<file path="config.mk">
export PLATFORM = sky130hd
export DESIGN_NAME = counter_op_sequencer_flat
export DESIGN_NICKNAME = d
export VERILOG_FILES = /design/src/rtl/counter_op_sequencer_if.sv /design/src/rtl/counter_op_sequencer.sv /design/src/flat_wrapper.sv
export SDC_FILE = /design/constraint.sdc
export NUM_CORES = 1
export LEC_CHECK = 0
export BUFFER_PORTS_ARGS = -buffer_cell sky130_fd_sc_hd__buf_2
export CAP_MARGIN = 20
export CORE_ASPECT_RATIO = 1.25
export CORE_UTILIZATION = 50
export DETAILED_ROUTE_END_ITERATION = 12
export PLACE_DENSITY = 0.8
export SETUP_SLACK_MARGIN = 0.05
export SLEW_MARGIN = 20
export SYNTH_ARGS = -nofsm -noshare
export SYNTH_HDL_FRONTEND = slang
export SYNTH_SLANG_ARGS = --single-unit
</file>
<file path="constraint.sdc">
create_clock -name clk -period 2.95 [get_ports clk]
set_clock_uncertainty 0.05 [all_clocks]
set_input_delay 0.1475 -clock clk [delete_from_list [all_inputs] [get_ports clk]]
set_output_delay 0.1475 -clock clk [all_outputs]
set_load 0.01 [all_outputs]
</file>
<file path="src/rtl/counter_op_sequencer_if.sv">
// Requester/counter-side bundle of the counter op sequencer.
// master = requester/counter side, slave = the sequencer.
interface counter_op_sequencer_if #(
  parameter int WIDTH = 16,
  parameter int CNT_W = 4
);
  logic             req_a;
  logic             req_b;
  logic [2:0]       op_a;
  logic [2:0]       op_b;
  logic [WIDTH-1:0] arg_a;
  logic [WIDTH-1:0] arg_b;
  logic [CNT_W-1:0] cnt_a;
  logic [CNT_W-1:0] cnt_b;
  logic             ack_a;
  logic             ack_b;
  logic             busy;
  logic             owner;
  logic             do_reset;
  logic             do_load;
  logic             do_increment;
  logic             do_decrement;
  logic             do_shift_l2r;
  logic             do_shift_r2l;
  logic [WIDTH-1:0] counter_in_data;
  logic             counter_in_msb;
  logic             counter_in_lsb;

  modport master (
    output req_a, req_b, op_a, op_b, arg_a, arg_b, cnt_a, cnt_b,
    input  ack_a, ack_b, busy, owner,
    input  do_reset, do_load, do_increment, do_decrement, do_shift_l2r, do_shift_r2l,
    input  counter_in_data, counter_in_msb, counter_in_lsb
  );

  modport slave (
    input  req_a, req_b, op_a, op_b, arg_a, arg_b, cnt_a, cnt_b,
    output ack_a, ack_b, busy, owner,
    output do_reset, do_load, do_increment, do_decrement, do_shift_l2r, do_shift_r2l,
    output counter_in_data, counter_in_msb, counter_in_lsb
  );
endinterface

</file>
<file path="src/rtl/counter_op_sequencer.sv">
// Round-robin arbiter for two requesters plus step sequencer that turns a granted
// command into one-hot counter strobes, serialising shift arguments bit by bit.
//
//  state | meaning
//  IDLE  | no command; arbitrate pending requests
//  RUN   | issuing steps 0..N-1 of the latched command
module counter_op_sequencer #(
  parameter int WIDTH = 16,
  parameter int CNT_W = 4
) (
  input logic                   clk,
  input logic                   rst,
  counter_op_sequencer_if.slave bus
);

  localparam int IDX_W = $clog2(WIDTH);

  localparam logic [2:0] OP_RESET = 3'd1;
  localparam logic [2:0] OP_LOAD  = 3'd2;
  localparam logic [2:0] OP_INC   = 3'd3;
  localparam logic [2:0] OP_DEC   = 3'd4;
  localparam logic [2:0] OP_SHR   = 3'd5;
  localparam logic [2:0] OP_SHL   = 3'd6;

  typedef enum logic {IDLE, RUN} state_t;

  state_t           state_q, state_d;
  logic [2:0]       op_q, op_d;
  logic [WIDTH-1:0] arg_q, arg_d;
  logic [CNT_W-1:0] last_q, last_d;
  logic [CNT_W-1:0] k_q, k_d;
  logic             owner_q, owner_d;
  logic             busy_q, busy_d;
  logic             ack_a_q, ack_a_d;
  logic             ack_b_q, ack_b_d;
  logic             do_reset_q, do_reset_d;
  logic             do_load_q, do_load_d;
  logic             do_inc_q, do_inc_d;
  logic             do_dec_q, do_dec_d;
  logic             do_l2r_q, do_l2r_d;
  logic             do_r2l_q, do_r2l_d;
  logic             msb_q, msb_d;
  logic             lsb_q, lsb_d;

  logic             drive;
  logic             grant_b;
  logic [IDX_W-1:0] idx;

  function automatic logic is_repeat(input logic [2:0] op);
    return (op == OP_INC) || (op == OP_DEC) || (op == OP_SHR) || (op == OP_SHL);
  endfunction

  // Outputs are computed for the step about to be entered and registered, so the
  // first strobe appears in the cycle right after the grant with no extra latency.
  always_comb begin
    state_d    = state_q;
    op_d       = op_q;
    arg_d      = arg_q;
    last_d     = last_q;
    k_d        = k_q;
    owner_d    = owner_q;
    drive      = 1'b0;
    grant_b    = 1'b0;
    idx        = '0;
    busy_d     = 1'b0;
    ack_a_d    = 1'b0;
    ack_b_d    = 1'b0;
    do_reset_d = 1'b0;
    do_load_d  = 1'b0;
    do_inc_d   = 1'b0;
    do_dec_d   = 1'b0;
    do_l2r_d   = 1'b0;
    do_r2l_d   = 1'b0;
    msb_d      = 1'b0;
    lsb_d      = 1'b0;

    case (state_q)
      IDLE: begin
        if (bus.req_a || bus.req_b) begin
          grant_b = bus.req_b && (!bus.req_a || !owner_q);
          owner_d = grant_b;
          op_d    = grant_b ? bus.op_b : bus.op_a;
          arg_d   = grant_b ? bus.arg_b : bus.arg_a;
          // Count field minus one wraps 0 to the all-ones last step, i.e. 2**CNT_W steps.
          last_d  = is_repeat(op_d) ? (grant_b ? bus.cnt_b : bus.cnt_a) - 1'b1 : '0;
          k_d     = '0;
          state_d = RUN;
          drive   = 1'b1;
        end
      end
      RUN: begin
        if (k_q == last_q) begin
          state_d = IDLE;
        end else begin
          k_d   = k_q + 1'b1;
          drive = 1'b1;
        end
      end
      default: state_d = IDLE;
    endcase

    if (drive) begin
      busy_d  = 1'b1;
      ack_a_d = (k_d == last_d) && !owner_d;
      ack_b_d = (k_d == last_d) && owner_d;
      case (op_d)
        OP_RESET: do_reset_d = 1'b1;
        OP_LOAD:  do_load_d  = 1'b1;
        OP_INC:   do_inc_d   = 1'b1;
        OP_DEC:   do_dec_d   = 1'b1;
        OP_SHR: begin
          do_l2r_d = 1'b1;
          idx      = IDX_W'(int'(k_d) % WIDTH);
          msb_d    = arg_d[idx];
        end
        OP_SHL: begin
          do_r2l_d = 1'b1;
          idx      = IDX_W'(WIDTH - 1 - (int'(k_d) % WIDTH));
          lsb_d    = arg_d[idx];
        end
        default: ;
      endcase
    end
  end

  always_ff @(posedge clk or posedge rst) begin
    if (rst) begin
      state_q    <= IDLE;
      op_q       <= '0;
      arg_q      <= '0;
      last_q     <= '0;
      k_q        <= '0;
      owner_q    <= 1'b1;
      busy_q     <= 1'b0;
      ack_a_q    <= 1'b0;
      ack_b_q    <= 1'b0;
      do_reset_q <= 1'b0;
      do_load_q  <= 1'b0;
      do_inc_q   <= 1'b0;
      do_dec_q   <= 1'b0;
      do_l2r_q   <= 1'b0;
      do_r2l_q   <= 1'b0;
      msb_q      <= 1'b0;
      lsb_q      <= 1'b0;
    end else begin
      state_q    <= state_d;
      op_q       <= op_d;
      arg_q      <= arg_d;
      last_q     <= last_d;
      k_q        <= k_d;
      owner_q    <= owner_d;
      busy_q     <= busy_d;
      ack_a_q    <= ack_a_d;
      ack_b_q    <= ack_b_d;
      do_reset_q <= do_reset_d;
      do_load_q  <= do_load_d;
      do_inc_q   <= do_inc_d;
      do_dec_q   <= do_dec_d;
      do_l2r_q   <= do_l2r_d;
      do_r2l_q   <= do_r2l_d;
      msb_q      <= msb_d;
      lsb_q      <= lsb_d;
    end
  end

  assign bus.busy            = busy_q;
  assign bus.owner           = owner_q;
  assign bus.ack_a           = ack_a_q;
  assign bus.ack_b           = ack_b_q;
  assign bus.do_reset        = do_reset_q;
  assign bus.do_load         = do_load_q;
  assign bus.do_increment    = do_inc_q;
  assign bus.do_decrement    = do_dec_q;
  assign bus.do_shift_l2r    = do_l2r_q;
  assign bus.do_shift_r2l    = do_r2l_q;
  assign bus.counter_in_data = arg_q;
  assign bus.counter_in_msb  = msb_q;
  assign bus.counter_in_lsb  = lsb_q;

endmodule

</file>
<file path="src/flat_wrapper.sv">
// flat-port wrapper written by rule: the top's interface ports become plain ports
module counter_op_sequencer_flat 
#(
  parameter int WIDTH = 16,
  parameter int CNT_W = 4
)
  (clk, rst, bus_req_a, bus_req_b, bus_op_a, bus_op_b, bus_arg_a, bus_arg_b, bus_cnt_a, bus_cnt_b, bus_ack_a, bus_ack_b, bus_busy, bus_owner, bus_do_reset, bus_do_load, bus_do_increment, bus_do_decrement, bus_do_shift_l2r, bus_do_shift_r2l, bus_counter_in_data, bus_counter_in_msb, bus_counter_in_lsb);
  counter_op_sequencer_if #(.WIDTH(WIDTH), .CNT_W(CNT_W)) bus_i ();
  input logic clk;
  input logic rst;
  input wire logic [$bits(bus_i.req_a)-1:0] bus_req_a;
  input wire logic [$bits(bus_i.req_b)-1:0] bus_req_b;
  input wire logic [$bits(bus_i.op_a)-1:0] bus_op_a;
  input wire logic [$bits(bus_i.op_b)-1:0] bus_op_b;
  input wire logic [$bits(bus_i.arg_a)-1:0] bus_arg_a;
  input wire logic [$bits(bus_i.arg_b)-1:0] bus_arg_b;
  input wire logic [$bits(bus_i.cnt_a)-1:0] bus_cnt_a;
  input wire logic [$bits(bus_i.cnt_b)-1:0] bus_cnt_b;
  output wire logic [$bits(bus_i.ack_a)-1:0] bus_ack_a;
  output wire logic [$bits(bus_i.ack_b)-1:0] bus_ack_b;
  output wire logic [$bits(bus_i.busy)-1:0] bus_busy;
  output wire logic [$bits(bus_i.owner)-1:0] bus_owner;
  output wire logic [$bits(bus_i.do_reset)-1:0] bus_do_reset;
  output wire logic [$bits(bus_i.do_load)-1:0] bus_do_load;
  output wire logic [$bits(bus_i.do_increment)-1:0] bus_do_increment;
  output wire logic [$bits(bus_i.do_decrement)-1:0] bus_do_decrement;
  output wire logic [$bits(bus_i.do_shift_l2r)-1:0] bus_do_shift_l2r;
  output wire logic [$bits(bus_i.do_shift_r2l)-1:0] bus_do_shift_r2l;
  output wire logic [$bits(bus_i.counter_in_data)-1:0] bus_counter_in_data;
  output wire logic [$bits(bus_i.counter_in_msb)-1:0] bus_counter_in_msb;
  output wire logic [$bits(bus_i.counter_in_lsb)-1:0] bus_counter_in_lsb;
  assign bus_i.req_a = bus_req_a;
  assign bus_i.req_b = bus_req_b;
  assign bus_i.op_a = bus_op_a;
  assign bus_i.op_b = bus_op_b;
  assign bus_i.arg_a = bus_arg_a;
  assign bus_i.arg_b = bus_arg_b;
  assign bus_i.cnt_a = bus_cnt_a;
  assign bus_i.cnt_b = bus_cnt_b;
  assign bus_ack_a = bus_i.ack_a;
  assign bus_ack_b = bus_i.ack_b;
  assign bus_busy = bus_i.busy;
  assign bus_owner = bus_i.owner;
  assign bus_do_reset = bus_i.do_reset;
  assign bus_do_load = bus_i.do_load;
  assign bus_do_increment = bus_i.do_increment;
  assign bus_do_decrement = bus_i.do_decrement;
  assign bus_do_shift_l2r = bus_i.do_shift_l2r;
  assign bus_do_shift_r2l = bus_i.do_shift_r2l;
  assign bus_counter_in_data = bus_i.counter_in_data;
  assign bus_counter_in_msb = bus_i.counter_in_msb;
  assign bus_counter_in_lsb = bus_i.counter_in_lsb;
  counter_op_sequencer #(.WIDTH(WIDTH), .CNT_W(CNT_W)) u_core (.clk(clk), .rst(rst), .bus(bus_i));
endmodule
</file>
==> key figures, run 1 <==
STA
  • Max Freq: ~0.4 GHz
  • Unrepaired setup endpoints after global routing: false
  • Rel. slew slack: just over 50%
  • Final Max Tran Viols: 0
  • Final Hold Fails: 0
  • Setup TNS: 0 ns
  • Setup violators final: 0
  • Fin Hold WS: about 0.15 ns
  • Fin crit period: approximately 2.5 ns
  • Worst-margin pin slew: slightly above 0.7 ns
  • Final period util: 84.8%

Setup path
  • WP data arrival: roughly 2.7 ns
  • Worst Path Max Fanout: 6
  • CP Capture Type: flop
  • CP required: approximately 3.1 ns
  • Register-to-register setup slack: around 0.45 ns
  • Critical path startpoint category: flop
  • Depth of the most critical reg-to-reg path: 7
  • CP Class: flop to flop

Power and ir drop
  • PwrDens: approximately 1200 nW/um^2
  • Leak Pwr: between 1 and 1.5 nW
  • Worst vdd ir: roughly 0.57 mV

Synthesis
  • Synth top cells by count: 38 x dfrtp_1, 35 x mux2i_1, 29 x nor2_1, 18 x nand2_1, 16 x a21oi_1
  • Area of the mapped netlist: approximately 2200 sq um
  • Register area share after synthesis: 44.2%
  • Synth top area share: 43.0%
  • Yosys warning total: 0
  • Synth area leaders: dfrtp_1 43%, mux2i_1 16%, nor2_1 4.9%, a21oi_1 3.6%, a22oi_1 3.1%
  • Seq cells post-synth: 39
  • Top_reg_cell synth: dfrtp_1
  • Synth unique cells: between 40 and 50
  • Post-Syn Instances: about 220
  • FFs w/ async S/R, synth: between 90% and 100%
  • Largest area contributor in the netlist: dfrtp_1
  • Most frequent cell after synthesis: dfrtp_1
  • Syn_nets: between 200 and 300
  • Post-synth EDFFs: 0
  • Mean post-synth cell area: about 10 sq um

Detailed routing
  • WL final: around 5200 microns
  • Via density: 5.41
  • Pre-antenna DRT Iters: 4
  • Routed wire length per instance: roughly 15 microns
  • # DRC: 0
  • Vias after detailed routing: between 1500 and 2000
  • DRT iter0 DRCs: 50
  • Routed Antenna Nets: 0

Cells and area
  • Fillers: between 300 and 400
  • Final instance area: roughly 2700 sq um
  • Post-layout util: 65.4%
  • Layout Nets: roughly 350
  • Share of cells above drive strength 1: about a third
  • ANT cells: 0
  • Area Overhead vs Synth: 23.1%

GRT
  • GR Overflow Total: 0
  • Vias in the first global route: 1906
  • Largest net degree at the start of global routing: 40
  • Initial antenna violation count: 0
  • Global-route wire length before repair: approximately 8400 microns
  • Gr usage total: 24.4%

Clock tree
  • Clock transition at path regs: around 0.080 ns
  • Number of setup buffers added after CTS: 0
  • Clock sinks: 39
  • Hold-fix buffers, CTS: 1
  • Cts repair resizes: 0
  • CTS Buf Count: 5
  • Clk_lat worst skew: 0.29 ns
  • TritonCTS clock tree: yes
  • CTS Buffer Depth: 2
  • Htree depth: 2
  • Clk root buf: clkbuf_8

Die
  • Die Area: 4700 sq um
  • Starting Density: between 50% and 60%
  • Core footprint: ~4200 sq um
  • IO Pins: around 80
  • Die height: 76.4 microns
  • Row count: 26
  • Die width: ~60 microns

Worst hold path
  • Hold/Removal Path Class: input pin to flop
  • Worst hold path cell count: 3

Placed design
  • Detailed placement HPWL: ~3800 microns
  • Gp weighted congestion: just over 0.8
  • PortBufs: between 70 and 80
  • Placed cell area: around 2600 sq um

Flow run
  • Max-cap violations: 0

Status
  • Status: completed
-- report_power, final --
group	internal (mW)	leakage (nW)	switching [mW]
Sequential	0.784	0.470	0.156
Combinational	0.796	0.820	1.09
Clock	0.167	0.0385	0.184
Total	1.75	1.33	1.43
-- final timing paths --
path | startpoint | end
worst max-delay path | u_core.k_q[0]$_DFF_PP0_ | u_core.bus.counter_in_msb$_DFF_PP0_
worst min-delay path | bus_op_a[2] | u_core.op_q[2]$_DFF_PP0_
worst max register to register | u_core.k_q[0]$_DFF_PP0_ | u_core.bus.counter_in_msb$_DFF_PP0_
worst min register to register | u_core.last_q[1]$_DFF_PP0_ | u_core.last_q[1]$_DFF_PP0_
max in group asynchronous | rst | u_core.bus.owner$_DFF_PP1_
min in group asynchronous | rst | u_core.bus.counter_in_data[6]$_DFF_PP0_
-- logic make-up (layout without fill, tap and decap cells) --
logic type                 after synthesis  count (layout)  share of synthesized area (%)
AOI/OAI and AO/OA                       47              47                           15.4
and+or+nand+nor                         69              69                           14.3
xor gates and xnor gates                13              13                           5.83
muxes                                   35              35                           15.8
buffers and inverters                   12              93                           3.96
DFF                                     39              39                           44.2
adders and majority gates                1               1                          0.566
-- critical path, cell delays in order, from the launching register on --
cell and delay (ns):
dfrtp_1 0.46, xor2_2 0.19, o41ai_1 0.46, mux2i_1 0.54
nor2_1 0.21, a22oi_1 0.26, nand3_1 0.11, a21boi_1 0.15
-- registers in the layout, indices dropped and copies added, names as in the netlist --
| register | count |
|---|---|
| u_core.bus.ack_b | 1 |
| u_core.bus.counter_in_data | 16 |
| u_core.bus.ack_a | 1 |
| u_core.last_q | 4 |
| u_core.op_q | 3 |
| u_core.bus.do_shift_l2r | 1 |
| u_core.bus.busy | 1 |
| u_core.bus.do_shift_r2l | 1 |
| u_core.bus.do_decrement | 1 |
| u_core.bus.counter_in_lsb | 1 |
| u_core.bus.counter_in_msb | 1 |
| u_core.bus.do_increment | 1 |
| u_core.k_q | 4 |
| u_core.bus.do_reset | 1 |
| u_core.bus.owner | 1 |
| u_core.bus.do_load | 1 |
-- area by class of cell --
class | instances | area, sq um | area share [%]
clock buffer | 7 | 76.3 | 2.80
clock inverter | 1 | 7.51 | 0.276
inverter | 3 | 11.3 | 0.414
multi-input combinational | 165 | 1150 | 42.4
sequential | 39 | 977 | 35.9
tap | 56 | 70.1 | 2.57
timing repair buffer | 82 | 425 | 15.6
-- cell usage in the layout (no fill, tap or decap), types with 2 or more instances in the layout --
master | Yosys | final
nand2_1 | 18 | 18
inv_1 | 2 | 2
buf_4 | 2 | 4
buf_2 | 3 | 77
clkbuf_8 | 0 | 5
a22o_2 | 2 | 2
nor3_1 | 4 | 4
xnor2_1 | 6 | 6
a31oi_1 | 3 | 3
a32o_1 | 2 | 2
nand2b_1 | 3 | 3
mux2i_1 | 35 | 34
o21ai_0 | 3 | 3
nor2_1 | 29 | 29
a21boi_1 | 3 | 2
a22oi_1 | 9 | 9
nand3b_1 | 2 | 2
a21oi_1 | 16 | 16
nand3_1 | 3 | 3
clkbuf_1 | 1 | 2
and2_1 | 5 | 5
dfrtp_1 | 38 | 38
xor2_1 | 5 | 5
-- layer usage --
metal | track usage (%) | up-vias | wire length [microns]
li1 | - | 925 | -
met1 | 27.9 | 902 | 1950
met2 | 41.6 | 68 | 2800
met3 | 5.09 | 15 | 252
met4 | 11.3 | 0 | 157
met5 | 0 | - | 0
-- metrics by stage --
stage	worst slack (ns)	total power [mW]	instances
4_1_cts	0.468	3.18	353
3_3_place_gp	0.561	2.76	344
5_1_grt	0.298	3.41	353
2_1_floorplan	0.764	2.39	216
3_5_place_dp	0.487	2.82	344
6_report	0.449	3.17	353
(Power assumes the default switching activity.)
==> run 2, diff against run 1 <==
==> constraint.sdc (replaced) <==
create_clock -name clk -period 2.5 [get_ports clk]
set_clock_uncertainty 0.05 [all_clocks]
set_input_delay 0.125 -clock clk [delete_from_list [all_inputs] [get_ports clk]]
set_output_delay 0.125 -clock clk [all_outputs]
set_load 0.01 [all_outputs]
==> run 2 against run 1 <==
Compared with the run above: hold slack worse by 0.048 ns; utilization up 3.1 points; worst setup slack worse by 0.37 ns; critical endpoint unchanged; cell count up 2.0%; register-to-register slack worse by 0.37 ns; cell area up 4.7%; power up 29%; clock power up 16%; via count up 3.0%; maximum frequency up 3.5%.
==> key figures, run 2 (synthesis results as in run 1) <==
Die
  • Starting Density: between 50 and 60%
  • Die height: about 76 microns
  • Die Area: approximately 4700 sq um
  • Core footprint: 4160 sq um
  • IO Pins: just under 80
  • Row count: 26
  • Die width: just over 60 microns

Clock tree
  • Clk root buf: clkbuf_8
  • Clk_lat worst skew: around 0.29 ns
  • TritonCTS clock tree: yes
  • CTS Buf Count: 5
  • Clock transition at path regs: roughly 0.080 ns
  • CTS Buffer Depth: 2
  • Clock sinks: 39
  • Htree depth: 2

Placed design
  • Placed cell area: 2680 sq um
  • Detailed placement HPWL: around 3800 microns
  • PortBufs: between 70 and 80
  • DP Cell Count: between 300 and 400
  • Gp weighted congestion: 0.881

Power and ir drop
  • Worst vdd ir: 0.706 mV
  • Leak Pwr: roughly 1.4 nW
  • Total power draw: 4.08 mW
  • PwrDens: between 1000 and 1500 nW/um^2

STA
  • Worst-margin pin slew: between 0.4 and 0.5 ns
  • Rel. slew slack: about 68%
  • Setup violators final: 0
  • Max Freq: between 0.4 and 0.5 GHz
  • Final Hold Fails: 0
  • Fin crit period: roughly 2.4 ns
  • Setup TNS: 0 ns
  • Final Max Tran Viols: 0
  • Final period util: 96.7%
  • Unrepaired setup endpoints after global routing: false

Detailed routing
  • # DRC: 0
  • Vias after detailed routing: 1968
  • Via density: approximately 5.5
  • Routed Antenna Nets: 0
  • Routed wire length per instance: 14.4 microns
  • DRT iter0 DRCs: between 60 and 70
  • Pre-antenna DRT Iters: 4
  • WL final: about 5200 microns

GRT
  • Largest net degree at the start of global routing: 40
  • Gr usage total: between 20% and 30%
  • Initial antenna violation count: 0
  • GR Overflow Total: 0
  • Vias in the first global route: about 1900
  • Global-route wire length before repair: ~8000 microns

Cells and area
  • Fin cells: 360
  • Most frequent cells in the layout: 77 x buf_2, 37 x dfrtp_1, 33 x mux2i_1, 29 x nor2_1, 18 x nand2_1
  • Max reg flops: 16
  • Fillers: 360
  • Area Overhead vs Synth: 28.8%
  • Post-layout util: roughly 70%
  • Commonest non-fill, non-tap cell in the layout: buf_2
  • Layout Nets: roughly 350
  • Share of cells above drive strength 1: 36.5%
  • Final instance area: 2850 sq um
  • ANT cells: 0

Worst hold path
  • Origin of the worst min-delay path: bus_op_a[2]
  • Hold/Removal Path Class: input pin to flop

Setup path
  • CP cell instances: xor2_2 > o41ai_4 > buf_4 > mux2i_4 > buf_12 > mux2i_1 > a22oi_1 > nand3b_1 > a21boi_1
  • CP delay by family, top: compound AO/OA/AOI/OAI gates
  • Worst Path Buf+Inv: 2
  • Max incr delay on CP: approximately 0.46 ns
  • Reg2Reg Launch Point: u_core.k_q[0]$_DFF_PP0_
  • Register-to-register setup slack: just over 0.08 ns
  • Slowest-stage cell, CP: dfrtp_2
  • CP Capture Type: flop
  • Critical path startpoint category: flop
  • Setup crit start: u_core.k_q[0]$_DFF_PP0_
  • CP Class: flop to flop
  • Worst Path Max Fanout: 9
  • WP data arrival: approximately 2.6 ns
  • CP required: approximately 2.6 ns

Flow run
  • Max-cap violations: 0

Status
  • Status: completed
[run 2: through the flow]
stage	hold slack, ns	setup slack [ns]
3_3_place_gp	0.209	0.191
2_1_floorplan	0.253	0.314
6_report	0.102	0.0830
3_5_place_dp	0.211	0.0634
4_1_cts	0.0923	0.0754
5_1_grt	0.0990	0.0155
[run 2: final timing paths]
check / cells after the start / to
max reg2reg: 9 / u_core.bus.counter_in_msb$_DFF_PP0_
max: 9 / u_core.bus.counter_in_msb$_DFF_PP0_
max in group asynchronous: 4 / u_core.k_q[0]$_DFF_PP0_
min: 3 / u_core.op_q[2]$_DFF_PP0_
min reg2reg: 1 / u_core.last_q[2]$_DFF_PP0_
min in group asynchronous: 4 / u_core.bus.do_decrement$_DFF_PP0_
[run 2: worst register-to-register path: cells and delay by family (launching register included)]
kind / cells / cell delay (ns)
xor gates and xnor gates: 1 / 0.19
DFF: 1 / 0.46
AOI/OAI and AO/OA: 3 / 0.58
and+or+nand+nor: 1 / 0.11
buffers and inverters: 2 / 0.38
muxes: 2 / 0.55
[run 2: layer usage]
metal | global-route usage (%) | vias to the layer above | part of all wire, %
li1 | - | 938 | -
met1 | 28.4 | 967 | 39
met2 | 39.2 | 55 | 55
met3 | 5.60 | 8 | 4.2
met4 | 10.0 | 0 | 1.9
met5 | 0 | - | 0
[run 2: cell type report]
type	instances	area [sq um]	area share, %
inverter	3	11.3	0.395
timing repair buffer	89	533	18.7
tap	56	70.1	2.46
sequential	39	978	34.3
clock buffer	6	72.6	2.55
multi-input combinational	165	1170	41.1
clock inverter	2	12.5	0.439
[run 2: power breakdown]
group	leakage [nW]	switching, mW	internal [mW]
combinational	0.879	1.38	1.19
sequential	0.468	0.178	0.926
clock	0.0412	0.213	0.195
total	1.39	1.77	2.31
[run 2: what timing repair did]
action,4_1_cts,5_1_grt
setup endpoints to repair,1,4
hold buffers,1,0
resized for setup,0,5
hold endpoints to repair,38,0
pin swaps,1,2
gates cloned,0,1
setup buffers,0,4
